### src/rtl/multiplier_result_fifo_taint.sv
// -----------------------------------------------------------------------------
// multiplier_result_fifo_taint
//
// Purpose:
//   Captures each completed product from the taint-tracked sequential
//   multiplier on the rising edge of productDone and buffers it in a small
//   FIFO that drains to the consumer through a valid/ready handshake.
//   Per-bit taint follows the data, and control taint is tracked
//   conservatively. When a capture or drain decision is itself tainted, the
//   occupancy state and any data written under it become tainted too.
//
// Ports:
//   clk            clock, rising edge
//   rst            asynchronous, active-low reset
//   product        product from the multiplier (2*WIDTH bits)
//   product_t      per-bit taint of product
//   productDone    level-high while product is valid
//   productDone_t  taint of productDone
//   out_ready      consumer accepts the head entry this cycle
//   out_ready_t    taint of out_ready
//   out_valid      FIFO non-empty; head entry presented
//   out_valid_t    taint of out_valid
//   out_product    head entry data
//   out_product_t  head entry per-bit taint
//   count          occupancy, 0..DEPTH
//   count_t        taint of count and of both pointers
//   overflow       sticky: a capture was dropped because the FIFO was full
//   overflow_t     taint of overflow
// -----------------------------------------------------------------------------
module multiplier_result_fifo_taint #(
    parameter int WIDTH = 128,
    parameter int DEPTH = 2
) (
    input  logic                       clk,
    input  logic                       rst,
    input  logic [2*WIDTH-1:0]         product,
    input  logic [2*WIDTH-1:0]         product_t,
    input  logic                       productDone,
    input  logic                       productDone_t,
    input  logic                       out_ready,
    input  logic                       out_ready_t,
    output logic                       out_valid,
    output logic                       out_valid_t,
    output logic [2*WIDTH-1:0]         out_product,
    output logic [2*WIDTH-1:0]         out_product_t,
    output logic [$clog2(DEPTH):0]     count,
    output logic                       count_t,
    output logic                       overflow,
    output logic                       overflow_t
);

    localparam int PW = $clog2(DEPTH);
    localparam int CW = PW + 1;
    localparam int DW = 2 * WIDTH;
    localparam logic [CW-1:0] DEPTH_C = CW'(DEPTH);

    // Replicate one control-taint bit across a full data word.
    function automatic logic [DW-1:0] spread_taint(input logic t);
        spread_taint = {DW{t}};
    endfunction

    // State registers
    logic           done_q,       done_d;
    logic           done_t_q,     done_t_d;
    logic [PW-1:0]  wr_ptr_q,     wr_ptr_d;
    logic [PW-1:0]  rd_ptr_q,     rd_ptr_d;
    logic [CW-1:0]  count_q,      count_d;
    logic           count_t_q,    count_t_d;
    logic           overflow_q,   overflow_d;
    logic           overflow_t_q, overflow_t_d;
    logic [DW-1:0]  mem_q   [DEPTH];
    logic [DW-1:0]  mem_d   [DEPTH];
    logic [DW-1:0]  mem_t_q [DEPTH];
    logic [DW-1:0]  mem_t_d [DEPTH];

    // Per-cycle decisions
    logic push_s, push_t_s;
    logic pop_s, pop_t_s;
    logic full_s, valid_s;
    logic accept_s;

    // Edge detect, handshake and occupancy decisions with their taint.
    always_comb begin
        full_s   = (count_q == DEPTH_C);
        valid_s  = (count_q != {CW{1'b0}});
        push_s   = productDone & ~done_q;
        push_t_s = productDone_t | done_t_q;
        pop_s    = valid_s & out_ready;
        pop_t_s  = count_t_q | out_ready_t;
        // A pop in the same cycle frees the slot the full-FIFO push needs.
        accept_s = push_s & (~full_s | pop_s);
    end

    // Next-state for pointers, count, sticky flags and all taint state.
    always_comb begin
        done_d       = productDone;
        done_t_d     = productDone_t;
        wr_ptr_d     = wr_ptr_q;
        rd_ptr_d     = rd_ptr_q;
        count_d      = count_q;
        overflow_d   = overflow_q;
        mem_d        = mem_q;
        mem_t_d      = mem_t_q;

        if (accept_s) begin
            mem_d[wr_ptr_q]   = product;
            mem_t_d[wr_ptr_q] = product_t | spread_taint(push_t_s | count_t_q);
            wr_ptr_d          = wr_ptr_q + PW'(1);
        end else begin
            wr_ptr_d = wr_ptr_q;
        end

        if (pop_s) begin
            rd_ptr_d = rd_ptr_q + PW'(1);
        end else begin
            rd_ptr_d = rd_ptr_q;
        end

        case ({accept_s, pop_s})
            2'b10:   count_d = count_q + CW'(1);
            2'b01:   count_d = count_q - CW'(1);
            default: count_d = count_q;
        endcase

        if (push_s & full_s & ~pop_s) begin
            overflow_d = 1'b1;
        end else begin
            overflow_d = overflow_q;
        end

        count_t_d    = count_t_q | push_t_s | (pop_t_s & (valid_s | out_ready));
        // Overflow is tainted if a push might have happened against a
        // possibly-full FIFO and at least one of those facts is tainted.
        overflow_t_d = overflow_t_q
                     | ((push_s | push_t_s) & (full_s | count_t_q) & (push_t_s | count_t_q));
    end

    // Control state registers with asynchronous active-low reset.
    always_ff @(posedge clk or negedge rst) begin
        if (!rst) begin
            done_q       <= 1'b0;
            done_t_q     <= 1'b0;
            wr_ptr_q     <= {PW{1'b0}};
            rd_ptr_q     <= {PW{1'b0}};
            count_q      <= {CW{1'b0}};
            count_t_q    <= 1'b0;
            overflow_q   <= 1'b0;
            overflow_t_q <= 1'b0;
        end else begin
            done_q       <= done_d;
            done_t_q     <= done_t_d;
            wr_ptr_q     <= wr_ptr_d;
            rd_ptr_q     <= rd_ptr_d;
            count_q      <= count_d;
            count_t_q    <= count_t_d;
            overflow_q   <= overflow_d;
            overflow_t_q <= overflow_t_d;
        end
    end

    // FIFO storage; contents are don't-care until written, so no reset.
    always_ff @(posedge clk) begin
        mem_q   <= mem_d;
        mem_t_q <= mem_t_d;
    end

    // Output mapping from registered state.
    always_comb begin
        out_valid     = valid_s;
        out_valid_t   = count_t_q;
        out_product   = mem_q[rd_ptr_q];
        out_product_t = mem_t_q[rd_ptr_q] | spread_taint(count_t_q);
        count         = count_q;
        count_t       = count_t_q;
        overflow      = overflow_q;
        overflow_t    = overflow_t_q;
    end

endmodule

### config.mk
export PLATFORM = sky130hd
export DESIGN_NAME = multiplier_result_fifo_taint
export DESIGN_NICKNAME = d
export VERILOG_FILES = /design/src/rtl/multiplier_result_fifo_taint.sv
export SDC_FILE = /design/constraint.sdc
export NUM_CORES = 1
export LEC_CHECK = 0
export BUFFER_PORTS_ARGS = -buffer_cell sky130_fd_sc_hd__buf_2
export CAP_MARGIN = 15
export CORE_MARGIN = 1.5
export CORE_UTILIZATION = 25
export DETAILED_ROUTE_END_ITERATION = 10
export PLACE_DENSITY_LB_ADDON = 0.3
export SLEW_MARGIN = 10
export SYNTH_ARGS = -nofsm -noshare
export SYNTH_HDL_FRONTEND = slang
export SYNTH_SLANG_ARGS = --single-unit
### constraint.sdc
create_clock -name clk -period 30.7 [get_ports clk]
set_input_delay 6.14 -clock clk [delete_from_list [all_inputs] [get_ports clk]]
set_output_delay 6.14 -clock clk [all_outputs]
set_load 0.02 [all_outputs]
==> metrics.txt <==
clock latency on the worst-skew pair 0.73 ns; Worst-Margin Slew 1.03 ns; Reg2Reg Setup Slack 26.09 ns; # rows 147; max cap viols 0; vias in the first global route 23500; library cells used by synthesis 27; clk_skew 0.0572 ns; RSZ-0062 raised after global routing no; RR Endpoint mem_q[470]; register area share after synthesis 76.5%; Max Fclk 0.0914 GHz; max-slew violations 0; CTS buffer count 110; largest family of logic cells by synthesized area simple AND/OR/NAND/NOR gates; PwrDens 76.4 mW/mm^2; Post-CTS Resized 0; via count 23900; dpl cells 5312; clk slew on worst S/H paths 0.06 ns; fillcell total 16000; DR pass1 iterations 5; final hold vios 0; final cell count without fillers 5532; post-synthesis mux area share 7.12%; outcome finished, final reports clean; Slew headroom 31.1%; post-synthesis cell area 0.0405 sq mm; CP Capture Type primary output; Placement Setup Slack 20.27 ns; total gr overflow 0; Antenna Nets Post-Route 0; clk sinks 1033; IO Pins 1037; commonest non-fill, non-tap cells in the layout buf_2 (1036), edfxtp_1 (1024), nor2b_1 (257); post-synthesis xor/xnor area fraction 0.108%; Final setup viols 0; PortBufs 1036; DIE HEIGHT 405 um; post-synthesis cell count 2253; tightest hold margin 0.464 ns; core area 0.161 sq mm; die footprint 0.164 sq mm; Synth-to-Final Area Change 26.6%; Post-Route WL 119000 um; setup repair bufs after CTS 0; most common cell after layout, fill and taps aside buf_2; Die X 405 um; ratio of cells with drive above 1 in the final layout 44.5%; cts hold-fix bufs 0; Critical Path RT 24.56 ns; Avg Cell Area, Syn 18.0 sq um; Peak VDD IR 0.0000732 V; DR vias/cell 4.31; Remaining DRCs 0; kind of critical path reg2out; HPWL Detailed 83000 um; initial DRC count 1659; Worst Setup SP count_t; Yosys reg bits 1033; Syn Nets 2772; routability-driven placement congestion ratio 0.829; fin worst setup slack 19.75 ns; routed len/inst 21.6 um; # nets final 3783; Tmin final 10.95 ns; Post-Synth Simple-Gate Area 8.06%; Starting Density 25.2%; YS warnings 0; initial antenna violation count 35; worst-path fanout max 106; final worst path period share 35.7%; Worst Setup Start Kind register; Worst Path Arrival 4.81 ns; largest net degree at the start of global routing 158; TritonCTS clock tree done; crit path to out_product_t[132]; R2R depth 6; complex-gate fraction of the synthesized area 5.60%; total track usage 13.7%; adder-cell area share of the yosys netlist 0.0309%; Final TNS setup 0 ns; maximum clock insertion buffer count 3; Hold Path Class reg2reg; H-tree level count 3; Root Driver clkbuf_16; worst r2r src count[0]; first-pass GRT wire length 164000 um; Leak 15.4 nW
-- per-layer routing --
layer | up-vias | share of wire (%) | track usage (%)
li1 | 10900 | - | -
met5 | - | 0.18 | 0
met3 | 240 | 7.8 | 4.47
met1 | 12000 | 37 | 15.3
met2 | 779 | 52 | 24.3
met4 | 36 | 3.6 | 5.09
-- worst min-delay path by stage --
| stage | from | to | slack (ns) | cells after the start |
|---|---|---|---|---|
| 4_1_cts | overflow | overflow | 0.47 | 1 |
| 3_5_place_dp | overflow | overflow | 0.46 | 1 |
| 3_3_place_gp | overflow_t | overflow_t | 0.47 | 1 |
| 2_1_floorplan | wr_ptr_q | wr_ptr_q | 0.47 | 1 |
| 5_1_grt | overflow | overflow | 0.49 | 1 |
| 6_report | overflow | overflow | 0.46 | 1 |
-- cells in the mapped netlist --
master / number / area (sq um)
dfrtp_1: 9 / 225
nand2_1: 1 / 3.75
nor2b_1: 257 / 1610
mux2_2: 256 / 2880
or2_2: 1 / 6.26
ha_1: 1 / 12.5
or3_1: 256 / 1600
xor2_1: 2 / 17.5
or2_1: 1 / 6.26
buf_12: 2 / 40.0
a21o_1: 1 / 7.51
buf_4: 21 / 158
xnor2_1: 3 / 26.3
nand2b_1: 1 / 6.26
buf_1: 2 / 7.51
nor2_1: 5 / 18.8
o21ai_0: 1 / 5.00
buf_2: 81 / 405
nor3b_1: 1 / 7.51
and2_1: 1 / 6.26
inv_1: 2 / 7.51
o21bai_1: 1 / 7.51
a211o_1: 256 / 2240
edfxtp_1: 1024 / 30700
clkbuf_1: 43 / 161
a31oi_1: 1 / 6.26
buf_6: 23 / 259
-- metrics by stage --
stage               util (%)  area, sq um  total power [W]
floorplan                  -        40500          0.00252
global placement        29.6        47600          0.00265
detailed placement      29.6        47600          0.00265
CTS                     31.9        51200          0.00398
global route            31.9        51200          0.00409
finish                  31.9        51300          0.00392
-- registers in the layout, indices dropped and copies added (netlist names) --
register and flops:
done_t_q 1, rd_ptr_q 1, count_t 1, count 2
overflow 1, done_q 1, mem_t_q 512, mem_q 512
wr_ptr_q 1, overflow_t 1
-- final cells by class --
class                   count  area (sq um)  area share [%]
flip-flops and latches   1033         31000            60.4
clock inverters            64           634            1.24
inverters                   2          7.51          0.0146
multi-input cells        1046          8490            16.6
diodes                     16          40.0          0.0781
repair buffers           1071          5460            10.7
clock buffers             140          2940            5.73
well taps                2160          2700            5.27
-- where the power goes --
group	switching (W)	internal, W
combinational	0.000585	0.000309
sequential	0.0000416	0.00167
clock	0.000564	0.000746
total	0.00119	0.00273
-- cells by family (layout without fill, tap and decap cells) --
logic type | Yosys count | in the layout
XOR/XNOR | 5 | 5
adder cells (fa/ha/maj) | 1 | 1
buffers and inverters | 174 | 1277
multiplexers | 256 | 256
AND/OR/NAND/NOR | 524 | 524
AO/OA/AOI/OAI | 260 | 260
flip-flops | 1033 | 1033
other | 0 | 16
-- critical path, stage by stage, from the launching register on --
cell     delay (ns)
dfrtp_4        1.01
buf_4          0.89
buf_4          0.79
buf_4          0.79
a211o_1        0.20
buf_2          0.17
Note: power is estimated with default switching activity, not from simulation.
